$ cat config.mk
export PLATFORM = sky130hd
export DESIGN_NAME = micro_controller_param
export DESIGN_NICKNAME = d
export VERILOG_FILES = /design/src/rtl/micro_controller_param.sv
export SDC_FILE = /design/constraint.sdc
export NUM_CORES = 2
export LEC_CHECK = 0
export ABC_AREA = 1
export BUFFER_PORTS_ARGS = -buffer_cell sky130_fd_sc_hd__buf_2
export CAP_MARGIN = 40
export CORE_MARGIN = 5
export CORE_UTILIZATION = 35
export CTS_BUF_LIST = sky130_fd_sc_hd__clkbuf_2
export CTS_CLUSTER_DIAMETER = 100
export DETAILED_ROUTE_END_ITERATION = 8
export SYNTH_ARGS = -nofsm -noshare
export SYNTH_HDL_FRONTEND = slang
export SYNTH_MEMORY_MAX_BITS = 65536
export SYNTH_SLANG_ARGS = --single-unit
$ cat constraint.sdc
create_clock -name clk -period 2.83 [get_ports clk]
set_input_delay 0.849 -clock clk [delete_from_list [all_inputs] [get_ports clk]]
set_output_delay 0.849 -clock clk [all_outputs]
set_load 0.1 [all_outputs]
$ cat src/rtl/micro_controller_param.sv
// ----------------------------------------------------------------------------
// micro_controller_param
//   Multi-cycle accumulator microcontroller. The program is streamed in over a
//   valid/ready load port. The core then runs FETCH -> DECODE -> EXECUTE,
//   which takes 3 cycles per instruction, until it executes HALT. From HALT,
//   restart re-runs the program from pc=0.
//
//   Instruction word (INSTR_W = 8 + DATA_W): [op 4][mode 4][operand DATA_W]
//
//   Optional feature macro: MC_IRQ_EN
//     Adds a level interrupt: EPC, an IE bit, saved flags, and the RETI opcode.
//     When MC_IRQ_EN is undefined, irq is ignored and opcode 8 is illegal.
//
// Ports
//   clk, rst_n             clock, async active-low reset
//   load_valid/data/last   program load stream (accepted only in LOAD)
//   load_ready             high only in LOAD
//   restart                leave HALT and re-run from pc=0
//   irq                    level interrupt request (MC_IRQ_EN only)
//   pc, acc, sr            program counter, accumulator, flags {Z,C,S,O}
//   halted                 high in HALT
//   retire                 pulses for the one cycle of each EXECUTE
//   illegal                pulses in EXECUTE on an undefined opcode
// ----------------------------------------------------------------------------
module micro_controller_param #(
    parameter int unsigned DATA_W     = 8,
    parameter int unsigned PC_W       = 8,
    parameter int unsigned DMEM_AW    = 4,
    parameter int unsigned IRQ_VECTOR = 32'h0000_00F0,
    localparam int unsigned INSTR_W   = 8 + DATA_W
) (
    input  logic               clk,
    input  logic               rst_n,
    input  logic               load_valid,
    input  logic [INSTR_W-1:0] load_data,
    input  logic               load_last,
    output logic               load_ready,
    input  logic               restart,
    input  logic               irq,
    output logic [PC_W-1:0]    pc,
    output logic [DATA_W-1:0]  acc,
    output logic [3:0]         sr,
    output logic               halted,
    output logic               retire,
    output logic               illegal
);

    localparam int unsigned Msb = DATA_W - 1;

    localparam logic [3:0] OpNop    = 4'h0;
    localparam logic [3:0] OpHalt   = 4'h1;
    localparam logic [3:0] OpJmp    = 4'h2;
    localparam logic [3:0] OpJz     = 4'h3;
    localparam logic [3:0] OpJc     = 4'h4;
    localparam logic [3:0] OpAluImm = 4'h5;
    localparam logic [3:0] OpAluMem = 4'h6;
    localparam logic [3:0] OpAluSt  = 4'h7;
`ifdef MC_IRQ_EN
    localparam logic [3:0] OpReti   = 4'h8;
`endif

    localparam logic [3:0] AluAdd  = 4'h0;
    localparam logic [3:0] AluSub  = 4'h1;
    localparam logic [3:0] AluAnd  = 4'h2;
    localparam logic [3:0] AluOr   = 4'h3;
    localparam logic [3:0] AluXor  = 4'h4;
    localparam logic [3:0] AluNot  = 4'h5;
    localparam logic [3:0] AluShl  = 4'h6;
    localparam logic [3:0] AluShr  = 4'h7;
    localparam logic [3:0] AluPass = 4'h8;
    localparam logic [3:0] AluInc  = 4'h9;
    localparam logic [3:0] AluDec  = 4'hA;

    typedef enum logic [2:0] {
        StLoad,
        StFetch,
        StDecode,
        StExecute,
        StHalt
    } state_e;

    state_e              state_q, state_d;
    logic [PC_W-1:0]     pc_q, pc_d;
    logic [PC_W-1:0]     load_ptr_q, load_ptr_d;
    logic [DATA_W-1:0]   acc_q, acc_d;
    logic [DATA_W-1:0]   dr_q, dr_d;
    logic [3:0]          sr_q, sr_d;
    logic [INSTR_W-1:0]  ir_q, ir_d;

`ifdef MC_IRQ_EN
    logic                ie_q, ie_d;
    logic [PC_W-1:0]     epc_q, epc_d;
    logic [3:0]          sflags_q, sflags_d;
`else
    logic                unused_irq;
    logic [PC_W-1:0]     unused_irq_vector;
    assign unused_irq        = irq;
    assign unused_irq_vector = PC_W'(IRQ_VECTOR);
`endif

    // Memories are not reset; their contents come only from the load port and stores.
    logic [INSTR_W-1:0]  pmem_q [2**PC_W];
    logic [DATA_W-1:0]   dmem_q [2**DMEM_AW];
    logic                pmem_we;
    logic                dmem_we;

    // Instruction fields
    logic [3:0]          op;
    logic [3:0]          mode;
    logic [DATA_W-1:0]   operand;
    logic [DMEM_AW-1:0]  dm_addr;
    logic [PC_W-1:0]     jmp_target;
    logic [PC_W-1:0]     pc_inc;

    assign op         = ir_q[INSTR_W-1 -: 4];
    assign mode       = ir_q[DATA_W +: 4];
    assign operand    = ir_q[DATA_W-1:0];
    assign dm_addr    = operand[DMEM_AW-1:0];
    assign jmp_target = PC_W'(operand);
    assign pc_inc     = pc_q + PC_W'(1);

    // ALU
    logic [DATA_W-1:0]   op2;
    logic [DATA_W-1:0]   alu_res;
    logic [DATA_W:0]     alu_sum;
    logic                alu_c;
    logic                alu_o;
    logic [3:0]          alu_flags;

    assign op2 = (op == OpAluImm) ? operand : dr_q;

    always_comb begin
        alu_res = acc_q;
        alu_sum = '0;
        alu_c   = sr_q[2];
        alu_o   = sr_q[0];
        case (mode)
            AluAdd: begin
                alu_sum = {1'b0, acc_q} + {1'b0, op2};
                alu_res = alu_sum[Msb:0];
                alu_c   = alu_sum[DATA_W];
                alu_o   = (acc_q[Msb] == op2[Msb]) && (alu_res[Msb] != acc_q[Msb]);
            end
            AluSub: begin
                // Top bit of the widened difference is the borrow.
                alu_sum = {1'b0, acc_q} - {1'b0, op2};
                alu_res = alu_sum[Msb:0];
                alu_c   = alu_sum[DATA_W];
                alu_o   = (acc_q[Msb] != op2[Msb]) && (alu_res[Msb] != acc_q[Msb]);
            end
            AluAnd:  alu_res = acc_q & op2;
            AluOr:   alu_res = acc_q | op2;
            AluXor:  alu_res = acc_q ^ op2;
            AluNot:  alu_res = ~acc_q;
            AluShl: begin
                alu_res = {acc_q[Msb-1:0], 1'b0};
                alu_c   = acc_q[Msb];
                alu_o   = 1'b0;
            end
            AluShr: begin
                alu_res = {1'b0, acc_q[Msb:1]};
                alu_c   = acc_q[0];
                alu_o   = 1'b0;
            end
            AluPass: alu_res = op2;
            AluInc: begin
                alu_sum = {1'b0, acc_q} + (DATA_W+1)'(1);
                alu_res = alu_sum[Msb:0];
                alu_c   = alu_sum[DATA_W];
                alu_o   = alu_res[Msb] & ~acc_q[Msb];
            end
            AluDec: begin
                alu_sum = {1'b0, acc_q} - (DATA_W+1)'(1);
                alu_res = alu_sum[Msb:0];
                alu_c   = alu_sum[DATA_W];
                alu_o   = acc_q[Msb] & ~alu_res[Msb];
            end
            default: alu_res = acc_q;
        endcase
    end

    assign alu_flags = {alu_res == '0, alu_c, alu_res[Msb], alu_o};

    // Next-state logic
    always_comb begin
        state_d    = state_q;
        pc_d       = pc_q;
        load_ptr_d = load_ptr_q;
        acc_d      = acc_q;
        dr_d       = dr_q;
        sr_d       = sr_q;
        ir_d       = ir_q;
        pmem_we    = 1'b0;
        dmem_we    = 1'b0;
        illegal    = 1'b0;
`ifdef MC_IRQ_EN
        ie_d       = ie_q;
        epc_d      = epc_q;
        sflags_d   = sflags_q;
`endif
        unique case (state_q)
            StLoad: begin
                if (load_valid) begin
                    pmem_we    = 1'b1;
                    load_ptr_d = load_ptr_q + PC_W'(1);
                    // A full memory ends the load even without load_last.
                    if (load_last || (&load_ptr_q)) begin
                        state_d = StFetch;
                        pc_d    = '0;
                        acc_d   = '0;
                        sr_d    = '0;
`ifdef MC_IRQ_EN
                        ie_d    = 1'b1;
`endif
                    end
                end
            end
            StFetch: begin
                ir_d    = pmem_q[pc_q];
                state_d = StDecode;
            end
            StDecode: begin
                dr_d    = dmem_q[dm_addr];
                state_d = StExecute;
            end
            StExecute: begin
                state_d = StFetch;
                pc_d    = pc_inc;
                case (op)
                    OpNop: ;
                    OpHalt: state_d = StHalt;
                    OpJmp:  pc_d = jmp_target;
                    OpJz:   if (sr_q[3]) pc_d = jmp_target;
                    OpJc:   if (sr_q[2]) pc_d = jmp_target;
                    OpAluImm, OpAluMem: begin
                        acc_d = alu_res;
                        sr_d  = alu_flags;
                    end
                    OpAluSt: begin
                        dmem_we = 1'b1;
                        sr_d    = alu_flags;
                    end
`ifdef MC_IRQ_EN
                    OpReti: begin
                        pc_d = epc_q;
                        sr_d = sflags_q;
                        ie_d = 1'b1;
                    end
`endif
                    default: illegal = 1'b1;
                endcase
`ifdef MC_IRQ_EN
                // Interrupt entry replaces the pc update of this EXECUTE, so it costs no cycles.
                if (irq && ie_q && !(op inside {OpJmp, OpJz, OpJc, OpHalt})) begin
                    epc_d    = pc_d;
                    sflags_d = sr_d;
                    ie_d     = 1'b0;
                    pc_d     = PC_W'(IRQ_VECTOR);
                end
`endif
            end
            StHalt: begin
                if (restart) begin
                    state_d = StFetch;
                    pc_d    = '0;
                    acc_d   = '0;
                    sr_d    = '0;
`ifdef MC_IRQ_EN
                    ie_d    = 1'b1;
`endif
                end
            end
            default: state_d = StLoad;
        endcase
    end

    always_ff @(posedge clk or negedge rst_n) begin
        if (!rst_n) begin
            state_q    <= StLoad;
            pc_q       <= '0;
            load_ptr_q <= '0;
            acc_q      <= '0;
            dr_q       <= '0;
            sr_q       <= '0;
            ir_q       <= '0;
`ifdef MC_IRQ_EN
            ie_q       <= 1'b0;
            epc_q      <= '0;
            sflags_q   <= '0;
`endif
        end else begin
            state_q    <= state_d;
            pc_q       <= pc_d;
            load_ptr_q <= load_ptr_d;
            acc_q      <= acc_d;
            dr_q       <= dr_d;
            sr_q       <= sr_d;
            ir_q       <= ir_d;
`ifdef MC_IRQ_EN
            ie_q       <= ie_d;
            epc_q      <= epc_d;
            sflags_q   <= sflags_d;
`endif
        end
    end

    always_ff @(posedge clk) begin
        if (pmem_we) pmem_q[load_ptr_q] <= load_data;
        if (dmem_we) dmem_q[dm_addr] <= alu_res;
    end

    assign load_ready = (state_q == StLoad);
    assign halted     = (state_q == StHalt);
    assign retire     = (state_q == StExecute);
    assign pc         = pc_q;
    assign acc        = acc_q;
    assign sr         = sr_q;

endmodule

==> Yosys cells after proc, flatten, opt, wreduce, memory -nomap -nowiden <==
Memory sizes are Yosys's and may differ from the RTL's. A register that Yosys moved wholly into a read port is not among the register bits.
Cells that the tools add are included.
{ "word_totals": {"in_bits": 22, "mem_count": 2, "output_inout_bits": 24, "mem_bits_rw": 4224, "ff_bits": 31} }
{ "memory_table": {"columns": ["memory", "words", "width", "rd", "rd_clocked_by_memory_dff", "wr", "line_no", "rtl"], "rows": [
  ["pmem_q", 256, 16, 1, 1, 1, "102", "logic [INSTR_W-1:0] pmem_q [2**PC_W];"],
  ["dmem_q", 16, 8, 1, 1, 1, "103", "logic [DATA_W-1:0] dmem_q [2**DMEM_AW];"]
]} }
{ "op_classes": {"bitwise_logic": 8, "n_eq_ne": 32, "n_reduce_logical": 22, "n_mux": 33, "n_addsub": 6} }
{ "ops": {"columns": ["cell", "n"], "rows": [
  ["$pmux W8 S11", 1],
  ["$pmux W8 S3", 3],
  ["$mux W8", 7],
  ["$eq A4 B3 Y1 const B", 8],
  ["$add A8 B1 Y8 const B", 2],
  ["$eq A4 B2 Y1 const B", 4],
  ["$mux W4", 4],
  ["$pmux W3 S5", 1],
  ["$eq A4 B4 Y1 const B", 3],
  ["$mux W3", 4],
  ["$pmux W4 S3", 1],
  ["$reduce_and A6 Y1", 2],
  ["$mux W1", 10],
  ["$reduce_and A5 Y1", 2],
  ["$add A8 B1 Y9 const B", 1],
  ["$add A8 B8 Y9", 1],
  ["$sub A8 B1 Y9 const B", 1],
  ["$sub A8 B8 Y9", 1],
  ["$and A8 B8 Y8", 1],
  ["$eq A4 B1 Y1 const B", 2],
  ["$logic_not A4 Y1", 2],
  ["$logic_not A8 Y1", 1],
  ["$not A8 Y8", 1],
  ["$or A8 B8 Y8", 1],
  ["other kinds (26)", 37]
]} }

==> Longest topological paths before layout <==
{ "logic_depth": {"ltp_word": 8, "mapped_depth": 22, "ltp_nobuf": 21} }

==> Least setup slack after synthesis <==
Ideal clock, no wire load.
{ "synth_path": {"kind": "register to register", "from": "reg state_q[0]", "to": "mem pmem_q[191][0] (netlist name) (enable)", "period_less_slack_ns": 3.467, "setup_time_ns": 0.409, "arrival_ns": 3.058, "setup_slack_ns": -0.637, "path_stages_with_launch": 10, "cell_sequence": "dfrtp_1 -> nor2_1 -> inv_1 -> nor2_4 -> nand2_2 -> nor2_2 -> inv_1 -> nor2_2 -> nand2_1 -> nor3_1"} }
{ "synth_via": {"elab_chain_len": 4} }
{ "synth_rtl": {"columns": ["item", "line_no", "rtl"], "rows": [
  ["start, declared", "82", "state_e state_q, state_d;"],
  ["start signal, assigned", "279", "state_q <= StLoad;"],
  ["start signal, assigned", "292", "state_q <= state_d;"],
  ["$logic_not A3 Y1", null, null],
  ["via load_ready", "37", "output logic load_ready,"],
  ["$mux W1", "201", "unique case (state_q)"],
  ["$mux W1", "308", "if (pmem_we) pmem_q[load_ptr_q] <= load_data;"],
  ["$mux W1 (not written as such)", "308", null],
  ["end, declared", "102", null]
]} }
The timed path passes the listed nets, and every way through them passes these cells.

==> Worst setup path in the final report <==
{ "layout_path": {"from": "reg state_q[0]", "to": "out halted"} }
{ "layout_via": {"elab_chain_len": 1} }
{ "layout_rtl": {"columns": ["item", "line_no", "rtl"], "rows": [
  ["$eq A3 B3 Y1", "313", "assign halted = (state_q == StHalt);"],
  ["end, declared", "43", "output logic halted,"]
]} }
Every way passes these cells.

==> results.py <==
metrics = {
    "route": {
        "num_vias": 126000,
        "dr.pass1.iters": 6,
        "wl_per_cell_um": 23.8,
        "first_iter_violations": 14400,
        "antenna_left": 0,
        "route.detailed.drc": 0,
        "via_per_inst": 5.25,
        "wirelength_um": 570000,
    },
    "yosys": {
        "synth_top_area_share_pct": 72.6,
        "syn-cell-area_um2": 175000,
        "synth_largest_area_cell": "edfxtp_1",
        "yosysUniqueCellTypes": 46,
        "synth_common_cells": "nand2_1 (4,868), edfxtp_1 (4,224), nand3_1 (3,238)",
        "yosysWarnings": 0,
        "synth_cells": 14600,
        "synth_area_leaders": "edfxtp_1 (73%), nand2_1 (10%), nand3_1 (9.3%), buf_2 (1.3%), a21oi_1 (0.89%)",
        "async_reset_ff_share_pct": 1.29,
        "syn_area_per_cell_um2": 12.0,
        "syn_nets": 14700,
        "synth.most_common_cell": "nand2_1",
        "yosysSeqAreaShare_pct": 73.4,
        "synth_ff_type": "edfxtp_1",
        "synth_edf_count": 4224,
        "ys_ff_latch": 4279,
    },
    "clocking": {
        "clkTransAtPathRegs_ps": 90,
        "numCtsBuffers": 1151,
        "clock_sinks": 4279,
        "htreeDepth": 7,
        "cts_tree": "done",
        "clkLatencyLatePin_ps": 2310,
        "clock_tree.root_cell": "clkbuf_2",
        "cts_buffer_depth": 5,
    },
    "timing": {
        "min_period_ps": 4210,
        "hold_viol": 0,
        "slew_headroom_pct": 14.8,
        "finalClockSkew_ps": 272,
        "fin_crit_sh_pct": 149,
        "rsz0062_at_grt": "true",
        "drv_slew": 0,
        "worst_pin_slew_ps": 1280,
        "setup_viol": 106,
        "fin_hold_ws_ps": 329,
        "fin_ws_ps": -1380,
        "max_freq_ghz": 0.238,
    },
    "worst_setup_path": {
        "path_class": "flip-flop to output pin",
        "crit_path_start_kind": "flip-flop",
        "r2r_cells": 21,
        "r2r_start": "pc[0]",
        "cp.arrival_ps": 3360,
        "crit_required_ps": 1980,
        "worstReg2RegEnd": "ir_q[1]",
        "crit_path_max_fanout": 3,
        "cp-end-kind": "output pin",
        "r2r_setup_slack_ps": -440,
    },
    "global_routing": {
        "grt_pass1_vias": 118000,
        "grt_max_degree": 80,
        "grt_usage_pct": 21.3,
        "overflow": 0,
        "antenna_found_initial": 19,
        "grt_pass1_wl_um": 806000,
    },
    "layout": {
        "area_growth_pct": 23.8,
        "drive_above_1_share_pct": 24.6,
        "nFillCells": 45500,
        "final_cell_count_no_fill": 23900,
        "fin_nets": 16600,
    },
    "placement": {
        "numPortBuffers": 44,
        "hpwl_um": 329000,
        "dp_cells": 21700,
        "finalWeightedCongestion": 0.875,
    },
    "power_and_ir_drop": {
        "comb_power_share_pct": 42.4,
        "p_int_mw": 118,
        "clockPowerShare_pct": 21.1,
        "powerDensity_nw_per_um2": 907,
        "ir_worst_vdd_v": 0.000723,
        "power.leakage_nw": 80.3,
        "p_sw_share_pct": 39.9,
        "pwr-share-seq_pct": 36.5,
        "power_switching_mw": 78.3,
    },
    "floorplanning": {
        "initial_core_util_pct": 35.1,
        "pin_count": 46,
        "core_um2": 497000,
        "fp.dieW_um": 716,
        "die_h_um": 716,
        "die-area_um2": 513000,
        "std_cell_rows": 259,
    },
    "outcome": {
        "status": "finished, violations left",
        "violations": "negative setup slack",
    },
    "hold_path": {
        "min_to": "pmem_q[169][7]",
        "min_from": "load_data[7]",
        "whs_path_depth": 4,
        "holdCritPathClass": "primary input to flip-flop",
    },
    "job": {
        "max_cap_violations": 0,
    },
}
[what timing repair did]
| item | in CTS | in global routing |
|---|---|---|
| hold buffers | 74 | 1 |
| gates cloned | 50 | 39 |
| hold endpoints to repair | 8088 | 1 |
| pin swaps | 130 | 211 |
| setup buffers | 150 | 132 |
| gates resized for setup | 725 | 665 |
| setup endpoints to repair | 158 | 243 |
[per-stage QoR]
step           cell area (um2)  setup TNS [ps]  power, mW  setup slack (ps)  util, %
2_1_floorplan           175000         -618470        107              -280        -
3_3_place_gp            195000          -22850        138              -423     39.2
3_5_place_dp            195000          -21540        138              -442     39.2
4_1_cts                 211000          -39310        189             -1690     42.5
5_1_grt                 216000          -49390        205             -1620     43.5
6_report                216000          -35400        196             -1380     43.5
[cell families after synthesis]
| kind of cell | count (synthesis) | synth area share [%] |
|---|---|---|
| buffers and inverters | 1091 | 3.21 |
| XOR/XNOR | 13 | 0.0652 |
| AO/OA/AOI/OAI | 653 | 2.30 |
| flip-flops | 4279 | 73.4 |
| adder cells (fa/ha/maj) | 35 | 0.259 |
| AND/OR/NAND/NOR | 8525 | 20.7 |
[per-layer routing]
| layer | GRT usage, % | wire length (um) | vias up |
|---|---|---|---|
| li1 | - | - | 56400 |
| met1 | 28.5 | 228000 | 61900 |
| met2 | 33.0 | 264000 | 6471 |
| met3 | 5.41 | 56900 | 1001 |
| met4 | 9.10 | 21600 | 12 |
| met5 | 0 | 126 | - |
[worst max-delay path, stage by stage (launching register included)]
cell     delay [ps]
dfrtp_2         460
nor2_4          140
inv_2            70
nor2_2          210
buf_12          220
[sequential cells by signal (all words and copies together) (netlist names)]
name        count
state_q         3
pc              8
acc             8
sr              4
dmem_q        128
ir_q           16
dr_q            8
load_ptr_q      8
pmem_q       4096
[worst max-delay path by stage]
stage | start | end
6_report | state_q[0] | halted
2_1_floorplan | state_q[0] | pmem_q[100][0]
3_3_place_gp | pc[1] | ir_q[2]
4_1_cts | state_q[1] | load_ready
3_5_place_dp | pc[1] | ir_q[2]
5_1_grt | state_q[0] | halted
[power by group through the flow]
stage | clock network [mW] | logic [mW] | registers [mW]
global placement | 0 | 64.7 | 73.2
CTS | 42.2 | 74.9 | 71.5
detailed placement | 0 | 65.1 | 73.2
floorplan | 0 | 33.8 | 73.5
global route | 45.8 | 87.4 | 71.6
finish | 41.4 | 83.1 | 71.6
[cells in the final DEF (no fill, tap or decap), drive strengths merged, types with 15 or more instances in the layout]
master	Yosys	layout
dlygate4sd3	0	57
a21boi	99	99
edfxtp	4224	4224
a22oi	32	32
o21ai	47	47
o211ai	134	134
clkinv	6	200
inv	148	166
buf	755	1635
clkbuf	182	1665
a21oi	311	311
bufbuf	0	21
dfrtp	55	55
o22ai	15	15
nand3	3238	3238
diode	0	17
nand2	4872	4872
bufinv	0	15
nor3	15	15
nor2	380	380
ha	33	33
[final cells by class]
class,instances,area (um2),share of cell area [%]
sequential,4279,128000,59.3
multi-input combinational,9226,45700,21.1
timing repair buffer,1749,23600,10.9
tap,6655,8330,3.85
clock buffer,1629,8150,3.77
clock inverter,226,1290,0.599
inverter,154,737,0.341
timing repair inverter,6,97.6,0.0451
antenna,17,42.5,0.0197
Note: power is estimated with default switching activity, not from simulation.
